### config.mk
export PLATFORM = sky130hd
export DESIGN_NAME = fifo_wr_arbiter
export DESIGN_NICKNAME = d
export VERILOG_FILES = /design/src/rtl/fifo_pkg.sv /design/src/rtl/fifo_wr_arbiter_rr_pick.sv /design/src/rtl/fifo_wr_arbiter.sv
export SDC_FILE = /design/constraint.sdc
export NUM_CORES = 1
export LEC_CHECK = 0
export ABC_AREA = 0
export ABC_CLOCK_PERIOD_IN_PS = 3200
export BUFFER_PORTS_ARGS = -buffer_cell sky130_fd_sc_hd__buf_2
export CAP_MARGIN = 5
export CORE_AREA = 2 2 135 137
export CTS_CLUSTER_SIZE = 10
export DETAILED_ROUTE_END_ITERATION = 10
export DIE_AREA = 0 0 137 139
export PLACE_DENSITY = 0.72
export REMOVE_ABC_BUFFERS = 1
export SETUP_SLACK_MARGIN = 0.05
export SYNTH_ARGS = -nofsm -noshare
export SYNTH_HDL_FRONTEND = slang
export SYNTH_SLANG_ARGS = --single-unit
### constraint.sdc
create_clock -name clk -period 3.2 [get_ports clk]
set_input_delay 0.48 -clock clk [delete_from_list [all_inputs] [get_ports clk]]
set_output_delay 0.48 -clock clk [all_outputs]
set_load 0.02 [all_outputs]
### src/rtl/fifo_pkg.sv
// Shared types and helpers for the FIFO write-port arbiter.
// Holds the arbiter FSM state encoding and the round-robin index arithmetic.
package fifo_pkg;

    typedef enum logic {
        ST_IDLE  = 1'b0,
        ST_GRANT = 1'b1
    } arb_state_e;

    localparam int PUSH_CNT_W = 16;

    // Requester index reached by stepping `off` places past `base`, wrapping at n.
    function automatic int wrap_add(input int base, input int off, input int n);
        return (base + off) % n;
    endfunction

endpackage

### src/rtl/fifo_wr_arbiter_rr_pick.sv
// Combinational round-robin picker: finds the first set request at or after
// (last + 1) mod N, wrapping around the request vector.
module rr_pick
    import fifo_pkg::*;
#(
    parameter int N  = 4,
    parameter int IW = (N > 1) ? $clog2(N) : 1
) (
    input  logic [N-1:0]  req,
    input  logic [IW-1:0] last,
    output logic [IW-1:0] grant,
    output logic          any
);

    logic [IW-1:0] idx;

    // Scan from the farthest candidate back to the nearest so the requester
    // closest after `last` overwrites all others and wins.
    always_comb begin
        // NOTE: every output gets a default first so no path leaves it unassigned (no latch).
        grant = '0;
        any   = 1'b0;
        idx   = '0;
        for (int k = N; k >= 1; k--) begin
            idx = IW'(wrap_add(int'(last), k, N));
            if (req[idx]) begin
                grant = idx;
                any   = 1'b1;
            end
        end
    end

endmodule

### src/rtl/fifo_wr_arbiter.sv
// Round-robin arbiter sharing one FIFO write port among NUM_REQ requesters,
// granting bursts of up to BURST_MAX beats with a one-beat output register.
module fifo_wr_arbiter
    import fifo_pkg::*;
#(
    parameter int NUM_REQ    = 4,
    parameter int DATA_WIDTH = 64,
    parameter int BURST_MAX  = 4
) (
    input  logic                          clk,
    input  logic                          rst_n,
    input  logic [NUM_REQ-1:0]            req_valid,
    input  logic [NUM_REQ*DATA_WIDTH-1:0] req_data,
    output logic [NUM_REQ-1:0]            req_ready,
    input  logic                          fifo_full,
    output logic                          w_valid,
    output logic [DATA_WIDTH-1:0]         data_in,
    output logic [$clog2(NUM_REQ)-1:0]    grant_id,
    output logic                          busy,
    output logic [PUSH_CNT_W-1:0]         push_cnt
);

    localparam int IDW = $clog2(NUM_REQ);
    localparam int BCW = $clog2(BURST_MAX + 1);

    arb_state_e      state_q;
    arb_state_e      state_d;
    logic [IDW-1:0]  last_grant_q;
    logic [BCW-1:0]  beat_cnt_q;
    logic [IDW-1:0]  pick_id;
    logic            pick_any;

    logic            gnt_valid;
    logic [DATA_WIDTH-1:0] gnt_data;
    logic            slot_free;
    logic            accept;
    logic            push;
    logic            last_beat;

    rr_pick #(
        .N  (NUM_REQ),
        .IW (IDW)
    ) u_rr_pick (
        .req   (req_valid),
        .last  (last_grant_q),
        .grant (pick_id),
        .any   (pick_any)
    );

    // The output register can take a new beat when empty or draining this edge.
    assign slot_free = !w_valid || !fifo_full;
    assign gnt_valid = req_valid[grant_id];
    assign accept    = (state_q == ST_GRANT) && gnt_valid && slot_free;
    assign push      = w_valid && !fifo_full;
    assign last_beat = (beat_cnt_q == BCW'(BURST_MAX - 1));
    assign busy      = (state_q == ST_GRANT) || w_valid;

    always_comb begin
        gnt_data = '0;
        for (int i = 0; i < NUM_REQ; i++) begin
            if (grant_id == IDW'(i)) begin
                gnt_data = req_data[i*DATA_WIDTH +: DATA_WIDTH];
            end
        end
    end

    always_ff @(posedge clk or negedge rst_n) begin
        // NOTE: state registers use non-blocking (<=) so every flop samples pre-edge values.
        if (!rst_n) begin
            state_q <= ST_IDLE;
        end else begin
            state_q <= state_d;
        end
    end

    always_comb begin
        state_d   = state_q;
        req_ready = '0;
        case (state_q)
            ST_IDLE: begin
                if (pick_any) begin
                    state_d = ST_GRANT;
                end
            end
            ST_GRANT: begin
                req_ready[grant_id] = slot_free;
                // A dropped valid ends the burst immediately, even if no beat was taken.
                if (!gnt_valid || (accept && last_beat)) begin
                    state_d = ST_IDLE;
                end
            end
            default: state_d = ST_IDLE;
        endcase
    end

    always_ff @(posedge clk or negedge rst_n) begin
        if (!rst_n) begin
            // NOTE: data_in is cleared too so a reset mid-burst leaves no stale beat visible.
            w_valid      <= 1'b0;
            data_in      <= '0;
            grant_id     <= '0;
            last_grant_q <= IDW'(NUM_REQ - 1);
            beat_cnt_q   <= '0;
            push_cnt     <= '0;
        end else begin
            if ((state_q == ST_IDLE) && pick_any) begin
                grant_id     <= pick_id;
                last_grant_q <= pick_id;
                beat_cnt_q   <= '0;
            end else if (accept) begin
                beat_cnt_q <= beat_cnt_q + BCW'(1);
            end

            // A new accept refills the register in the same edge it drains.
            if (accept) begin
                data_in <= gnt_data;
                w_valid <= 1'b1;
            end else if (push) begin
                w_valid <= 1'b0;
            end

            if (push) begin
                push_cnt <= push_cnt + PUSH_CNT_W'(1);
            end
        end
    end

endmodule

# After elaboration in Yosys (flattened, before gate mapping)
# Cells that the tools add are included.
[totals]
ff_bits = 89
inputBits = 263
elab_cells = 72
[classes]
addsub = 6
order_cmp = 6
n_eq_ne = 4
mux = 32
n_bitwise = 2
n_reduce_logical = 15
[op_table]
columns = ["op", "count"]
rows = [
  ["$mux 64", 4],
  ["$add 16x1->16 const B", 1],
  ["$lt 2x3->1 const B", 5],
  ["$mux 1", 14],
  ["$bmux 1 s2", 5],
  ["$mux 2", 4],
  ["$logic_and 1x1->1", 6],
  ["$mux 3", 2],
  ["$add 2x1->2 const B", 2],
  ["$add 2x2->2 const B", 2],
  ["$and 4x4->4", 1],
  ["$eq 2x2->1 const B", 2],
  ["$mux 4", 1],
  ["$reduce_bool 2->1", 2],
  ["$add 3x1->3 const B", 1],
  ["$eq 3x2->1 const B", 1],
  ["$logic_not 1->1", 3],
  ["$logic_or 1x1->1", 3],
  ["$demux 1 s2", 1],
  ["$eq 2x1->1 const B", 1],
  ["$ge 2x1->1 const B", 1],
  ["$logic_not 2->1", 1],
  ["$pmux 1 s2", 1],
  ["$not 1->1", 1],
]

# Longest topological paths before layout
# Gate-level depths: netlist of run 1.
[depth]
ltp_word = 9
depth_mapped = 7
ltp_nobuf = 5

# Hierarchy
# A second synthesis of run 1 with hierarchy kept.
[unflattened]
cells_unflattened = 335
hier_area_um2 = 5163.7
[by_module_without_submodules]
columns = ["module", "instances", "cells_per_inst", "area_per_inst_um2"]
rows = [
  ["fifo_wr_arbiter", 1, 321, 5072.4],
  ["rr_pick", 1, 14, 91.3],
]

# Worst setup path after synthesis of run 1
# Ideal clock, no wire load.
[synth_timing]
path_type = "register -> output"
from = "register grant_id[1]"
to = "output port req_ready[2]"
arrival_time_ns = 1.753
t_required_ns = 2.720
path_slack_ns = 0.967
stages_incl_launch_ff = 6
path_cell_list = "dfrtp_1 > buf_2 > buf_2 > buf_1 > inv_1 > nor3_1"
[synth_via]
elab_chain_len = 6
word_cells_on_any_way = 7
classes_between = "order compare (2); mux (3); bitwise (1); reduce/logical (1)"
[synth_lines]
columns = ["item", "line_no", "source"]
rows = [
  ["start, declared", "fifo_wr_arbiter.sv:18", "output logic [$clog2(NUM_REQ)-1:0] grant_id,"],
  ["start signal, assigned", "fifo_wr_arbiter.sv:107", "grant_id <= pick_id;"],
  ["$lt 2x3->1 (implied by the code) or $ge 2x1->1 (tied branches)", "fifo_wr_arbiter.sv:86", "req_ready[grant_id] = slot_free;"],
  ["$logic_and 1x1->1 (implied by the code)", "fifo_wr_arbiter.sv:86", ""],
  ["$mux 1 (implied by the code)", "fifo_wr_arbiter.sv:86", ""],
  ["$demux 1 s2 (*)", "fifo_wr_arbiter.sv:86", ""],
  ["$and 4x4->4 (no line) (*)", "--", ""],
  ["$mux 4 (*)", "fifo_wr_arbiter.sv:79", "case (state_q)"],
  ["end, declared", "fifo_wr_arbiter.sv:14", "output logic [NUM_REQ-1:0] req_ready,"],
]
# Mark *: on every way between the ends. The rest lies on a longest branch, timed or not.

# Worst setup path after layout of run 1
# Same ends and word-level chain as after synthesis.

==> flow_metrics.env, run 1 <==
export IMPL_outcome="completed"
export IMPL_power_mw=6.869
export IMPL_drt_pass1_iterations=4
export IMPL_max_clock_freq_mhz=385.6
export IMPL_post_route_period_util=0.8104
export IMPL_numCtsBuffers=9
export IMPL_ir_drop_mv=0.4399
export IMPL_fp_row_count=49
export IMPL_nNetsFinal=934
export IMPL_rsz0062_at_grt="no"
export IMPL_setup_viol=0
export IMPL_synth_xor_area_frac=0.02574
export IMPL_synth_warnings=0
export IMPL_cts_tree="yes"
export IMPL_arrival_ns=2.11
export IMPL_cp_end_kind="output pin"
export IMPL_tightest_slew_ns=0.7098
export IMPL_grt_overflow=0
export IMPL_clock_path_buffers=2
export IMPL_final_cell_mix="buf_2, dfrtp_1, mux4_2, mux2_2, xnor2_1"
export IMPL_first_iter_violations=119
export IMPL_ys_types=36
export IMPL_grt_use_total=0.1764
export IMPL_synth_seq_cells=89
export IMPL_r2r_start="grant_id[1]$_DFFE_PN0P_"
export IMPL_final_hold_viol_count=0
export IMPL_grt_pass1_wl_um=25220
export IMPL_ctsHoldBuffers=0
export IMPL_final_common_cell="buf_2"
export IMPL_grt_max_degree=70
export IMPL_nFillCells=1646
export IMPL_fin_ws_ns=0.6068
export IMPL_gp_congestion=0.8268
export IMPL_muxShareOfSynthArea=0.4322
export IMPL_relSlewSlack=0.5268
export IMPL_coreArea_um2=17660
export IMPL_synth_compound_area_frac=0.01373
export IMPL_io_pins=351
export IMPL_min_path_type="input port to async pin"
export IMPL_area_delta_synth_final_pct=45.13
export IMPL_r2r_slack_ns=0.97
export IMPL_avgSynthCellArea_um2=15.56
export IMPL_die_h_um=139
export IMPL_antenna_found_initial=3
export IMPL_root_buffer="clkbuf_16"
export IMPL_syn_inst=328
export IMPL_leakagePower_nw=3.591
export IMPL_postRouteWirelength_um=16920
export IMPL_r2r_end="data_in[46]$_DFFE_PN0P_"
export IMPL_cts_setup_buffers=0
export IMPL_layout_drive_gt1_share=0.7474
export IMPL_yosysSeqAreaShare=0.4369
export IMPL_cap_violations=0
export IMPL_start_util=0.2890
export IMPL_routedWlPerCell_um=18.72
export IMPL_synth_edf_count=0
export IMPL_wl_met2_um=8762
export IMPL_die_area_um2=19040
export IMPL_slew_violations=0
export IMPL_instances_no_fill=904
export IMPL_synth_simple_area_share=0.05099
export IMPL_dpl_cell_count=886
export IMPL_top_layer="met5"
export IMPL_postRouteAntennaNets=0
export IMPL_ff2ff_path_depth=4
export IMPL_drt_met1_wl_um=6516
export IMPL_met3_length_um=1231
export IMPL_p_per_area_nw_per_um2=927.4
export IMPL_start_kind="flop"
export IMPL_vias=4408
export IMPL_insertion_delay_ns=0.34
export IMPL_utilization=0.4195
export IMPL_cp_max_fo=50
export IMPL_ctsResizeCount=0
export IMPL_htree_num_levels=3
export IMPL_required_ns=2.72
export IMPL_dp_hpwl_um=13770
export IMPL_port_buffer_count=350
export IMPL_grt_pass1_vias=4629
export IMPL_clock_skew_ns=0.007769
export IMPL_drc=0
export IMPL_place_ws_ns=0.9428
export IMPL_die_w_um=137
export IMPL_vias_per_cell=4.876
export IMPL_tns_ns=0
export IMPL_synthFlopType="dfrtp_1"
export IMPL_synthesis_area_um2=5104
export IMPL_synthArstFlopShare=1.000
export IMPL_synth_top_family_by_area="multiplexers"
export IMPL_period_needed_ns=2.593
export IMPL_synth_fa_ha_area_frac=0.007355
export IMPL_crit_type="flop to output pin"
export IMPL_clock_sinks=89
export IMPL_clk_pin_slew_worst_paths_ns=0.06
[metrics by stage]
step / hold slack [ns] / area, µm²
6_report: 0.1776 / 7407
2_1_floorplan: 0.1844 / 4954
5_1_grt: 0.2332 / 7405
3_3_place_gp: 0.4600 / 7077
3_5_place_dp: 0.4688 / 7077
4_1_cts: 0.1994 / 7402
[synthesized netlist by cell type (all sizes together), types with 3 or more instances]
cell type | instances | area, µm²
nor3 | 6 | 30.03
inv | 5 | 18.77
buf | 17 | 120.1
dfrtp | 87 | 2177
nand4 | 3 | 18.77
mux4 | 65 | 1464
clkbuf | 8 | 30.03
nand3 | 8 | 45.04
xnor2 | 11 | 96.34
mux2 | 65 | 731.9
ha | 3 | 37.54
xor2 | 4 | 35.03
nor2 | 9 | 33.78
o21ai | 4 | 20.02
nand2 | 10 | 37.54
nor2b | 3 | 18.77
[metal layers]
metal  vias to the layer above  track usage
li1                       1971            -
met1                      2184       0.2092
met2                       219       0.3056
met3                        32      0.04423
met4                         2      0.06511
met5                         -            0
[registers in the layout (all words and copies together), names as in the netlist]
register and count:
data_in 64, push_cnt 16, beat_cnt_q 3, grant_id 2, last_grant_q 2, state_q 1, w_valid 1
[critical path, stage by stage (launching register included)]
cell	delay (ns)
dfrtp_4	0.62
buf_4	0.58
inv_1	0.13
nor3_1	0.19
buf_2	0.19
[area by class of cell]
| class | count | area (µm²) | area share |
|---|---|---|---|
| multi-input combinational | 209 | 2713 | 0.3662 |
| sequential | 89 | 2237 | 0.3020 |
| timing repair buffer | 354 | 1822 | 0.2459 |
| tap | 229 | 286.5 | 0.03868 |
| clock buffer | 9 | 225.2 | 0.03041 |
| clock inverter | 7 | 100.1 | 0.01351 |
| inverter | 5 | 18.77 | 0.002534 |
| antenna | 2 | 5.005 | 0.0006757 |
[cell families after synthesis]
| logic type | count (synthesis) |
|---|---|
| DFF | 89 |
| and+or+nand+nor | 50 |
| adders and majority gates | 3 |
| buffers and inverters | 30 |
| muxes | 131 |
| AOI/OAI and AO/OA | 10 |
| xor gates and xnor gates | 15 |
[report_power, final]
part           total, mW  internal (mW)  switching [mW]
combinational       3.62           1.86            1.76
clock               1.17          0.693           0.473
sequential          2.09           1.66           0.423
total               6.87           4.21            2.66
[how the worst max path moves through the flow]
stage                             from                 endpoint  slack (ns)  cells after the start
2_1_floorplan  grant_id[0]$_DFFE_PN0P_  data_in[56]$_DFFE_PN0P_       -1.87                      3
3_3_place_gp   grant_id[1]$_DFFE_PN0P_             req_ready[2]        0.96                      4
3_5_place_dp   grant_id[1]$_DFFE_PN0P_             req_ready[2]        0.94                      4
4_1_cts        grant_id[1]$_DFFE_PN0P_             req_ready[2]        0.55                      4
5_1_grt        grant_id[1]$_DFFE_PN0P_             req_ready[2]        0.42                      4
6_report       grant_id[1]$_DFFE_PN0P_             req_ready[2]        0.61                      4
No activity file was read; power rests on OpenSTA's default activity.
==> inputs of run 2 (changes only) <==
--- a/config.mk
+++ b/config.mk
@@ -5,15 +5,15 @@
 export SDC_FILE = /design/constraint.sdc
 export NUM_CORES = 1
 export LEC_CHECK = 0
-export ABC_AREA = 0
-export ABC_CLOCK_PERIOD_IN_PS = 3200
+export ABC_AREA = 1
+export ABC_CLOCK_PERIOD_IN_PS = 2600
 export BUFFER_PORTS_ARGS = -buffer_cell sky130_fd_sc_hd__buf_2
 export CAP_MARGIN = 5
-export CORE_AREA = 2 2 135 137
+export CORE_AREA = 2 2 134 136
 export CTS_CLUSTER_SIZE = 10
 export DETAILED_ROUTE_END_ITERATION = 10
-export DIE_AREA = 0 0 137 139
-export PLACE_DENSITY = 0.72
+export DIE_AREA = 0 0 136 138
+export PLACE_DENSITY = 0.74
 export REMOVE_ABC_BUFFERS = 1
 export SETUP_SLACK_MARGIN = 0.05
 export SYNTH_ARGS = -nofsm -noshare
==> constraint.sdc (replaced) <==
create_clock -name clk -period 2.6 [get_ports clk]
set_input_delay 0.39 -clock clk [delete_from_list [all_inputs] [get_ports clk]]
set_output_delay 0.39 -clock clk [all_outputs]
set_load 0.02 [all_outputs]
==> flow_metrics.env, run 2 <==
export IMPL_outcome="completed"
export IMPL_gp_congestion=0.9010
export IMPL_synth_edf_count=0
export IMPL_ir_drop_mv=0.8922
export IMPL_post_route_period_util=0.8320
export IMPL_synth_seq_cells=89
export IMPL_ctsHoldBuffers=0
export IMPL_cts_setup_buffers=0
export IMPL_fp_row_count=49
export IMPL_coreArea_um2=17530
export IMPL_cp_max_fo=58
export IMPL_rsz0062_at_grt="no"
export IMPL_port_buffer_count=350
export IMPL_postRouteAntennaNets=0
export IMPL_clkPwrFrac=0.153
export IMPL_first_iter_violations=402
export IMPL_postRouteWirelength_um=18500
export IMPL_dp_hpwl_um=13720
export IMPL_arrival_ns=1.77
export IMPL_min_path_type="input port to async pin"
export IMPL_clk_pin_slew_worst_paths_ns=0.07
export IMPL_nFillCells=1832
export IMPL_grt_overflow=0
export IMPL_synth_top_family_by_area="simple AND/OR/NAND/NOR gates"
export IMPL_postLayoutCellArea_um2=7532
export IMPL_drt_pass1_iterations=5
export IMPL_htree_num_levels=3
export IMPL_grt_pass1_wl_um=29970
export IMPL_utilization=0.4296
export IMPL_top_layer="met4"
export IMPL_power_switching_mw=4.274
export IMPL_synth_compound_area_frac=0.1568
export IMPL_tightest_slew_ns=0.6536
export IMPL_cts_tree="yes"
export IMPL_synth_top_area_frac=0.4089
export IMPL_slew_violations=0
export IMPL_synth_warnings=0
export IMPL_start_util=0.3036
export IMPL_regArea_um2=2231
export IMPL_clock_skew_ns=0.008490
export IMPL_clock_path_buffers=2
export IMPL_avgSynthCellArea_um2=7.005
export IMPL_muxShareOfSynthArea=0
export IMPL_synth_largest_area_cell="dfrtp_1"
export IMPL_synth_simple_area_share=0.3257
export IMPL_layout_drive_gt1_share=0.3615
export IMPL_synth_fa_ha_area_frac=0.007051
export IMPL_area_delta_synth_final_pct=41.48
export IMPL_clock_sinks=89
export IMPL_synthFlopType="dfrtp_1"
export IMPL_required_ns=2.21
export IMPL_combPwrFrac=0.576
export IMPL_routedWlPerCell_um=14.06
export IMPL_die_area_um2=18770
export IMPL_seqPwrFrac=0.271
export IMPL_final_cell_mix="buf_2, nand2_1, nand3_1, o21ai_0, dfrtp_1"
export IMPL_grt_use_total=0.1978
export IMPL_grt_max_degree=134
export IMPL_tns_ns=0
export IMPL_largest_register="data_in"
export IMPL_power_mw=8.669
export IMPL_p_per_area_nw_per_um2=1151
export IMPL_placed_cell_area_um2=7226
export IMPL_place_ws_ns=0.7791
export IMPL_instances_no_fill=1316
export IMPL_vias=6342
export IMPL_r2r_slack_ns=0.74
export IMPL_setup_viol=0
export IMPL_root_buffer="clkbuf_16"
export IMPL_synth_area_leaders="dfrtp_1, nand2_1, nand3_1, o21ai_0, a21oi_1"
export IMPL_synth_xor_area_frac=0.01810
export IMPL_drc=0
export IMPL_ys_types=25
export IMPL_drt_met1_wl_um=8074
export IMPL_wl_met2_um=8845
export IMPL_dpl_cell_count=1300
export IMPL_crit_type="flop to output pin"
export IMPL_fin_ws_ns=0.4369
export IMPL_die_h_um=138
export IMPL_die_w_um=136
export IMPL_grt_pass1_vias=6045
export IMPL_p_sw_frac=0.4931
export IMPL_leakagePower_nw=4.108
export IMPL_p_int_mw=4.395
export IMPL_ctsResizeCount=0
export IMPL_io_pins=351
export IMPL_period_needed_ns=2.163
export IMPL_cap_violations=0
export IMPL_vias_per_cell=4.819
export IMPL_hold_ws_ns=0.01901
export IMPL_start_kind="flop"
export IMPL_antennaDiodeCount=0
export IMPL_antenna_found_initial=0
export IMPL_syn_inst=760
export IMPL_numCtsBuffers=9
export IMPL_final_common_cell="buf_2"
export IMPL_nNetsFinal=1348
export IMPL_synth_most_common_cell="nand2_1"
export IMPL_final_hold_viol_count=0
export IMPL_largest_register_ffs=64
export IMPL_synthesis_area_um2=5324
export IMPL_largest_registers="data_in (64), push_cnt (16), beat_cnt_q (3)"
export IMPL_cp_end_kind="output pin"
export IMPL_synthArstFlopShare=1.000
export IMPL_max_clock_freq_mhz=462.3
export IMPL_insertion_delay_ns=0.34
export IMPL_met3_length_um=1187
export IMPL_relSlewSlack=0.5642
export IMPL_post_synth_most_frequent_cells="nand2_1, nand3_1, o21ai_0"
export IMPL_yosysSeqAreaShare=0.4188
export IMPL_multiInputGateArea_um2=2715
## run 2: path summary, 6_finish.rpt
path,start,endpoint,depth (start not counted)
max,grant_id[0]$_DFFE_PN0P_,grant_id[0],2
min,rst_n,data_in[38]$_DFFE_PN0P_,1
max reg2reg,grant_id[1]$_DFFE_PN0P_,data_in[43]$_DFFE_PN0P_,8
min reg2reg,data_in[18]$_DFFE_PN0P_,data_in[18]$_DFFE_PN0P_,2
max in group asynchronous,rst_n,data_in[24]$_DFFE_PN0P_,2
min in group clk,req_data[244],data_in[52]$_DFFE_PN0P_,3
## run 2: layout make-up
type                       instances  share of cell area
clock buffer                      11             0.03223
clock inverter                     5            0.008472
inverter                          32             0.01611
multi-input combinational        591              0.3605
sequential                        89              0.2962
tap                              229             0.03804
timing repair buffer             359              0.2485
## run 2: kinds of logic after synthesis
group	after synthesis
flops	89
buf+inv	80
xor+xnor	11
simple gates	414
fa+ha+maj	3
compound gates	163
## run 2: per-layer routing
| metal | vias up | GRT usage |
|---|---|---|
| li1 | 3158 | - |
| met1 | 2918 | 0.2588 |
| met2 | 231 | 0.3219 |
| met3 | 35 | 0.04107 |
| met4 | 0 | 0.07127 |
| met5 | - | 0 |
## run 2: worst max-delay path, cell delays in order, from the launching register on
cell and delay (ns):
dfrtp_2 0.53, buf_4 0.59, buf_2 0.28
## run 2: power groups by stage
stage	clock, mW	combinational (mW)	sequential (mW)
after floorplan	0	2.48	3.05
after global placement	0	4.93	2.35
after detailed placement	0	5.02	2.37
after CTS	1.38	5.03	2.35
after global routing	1.43	5.65	2.43
final	1.32	4.99	2.35
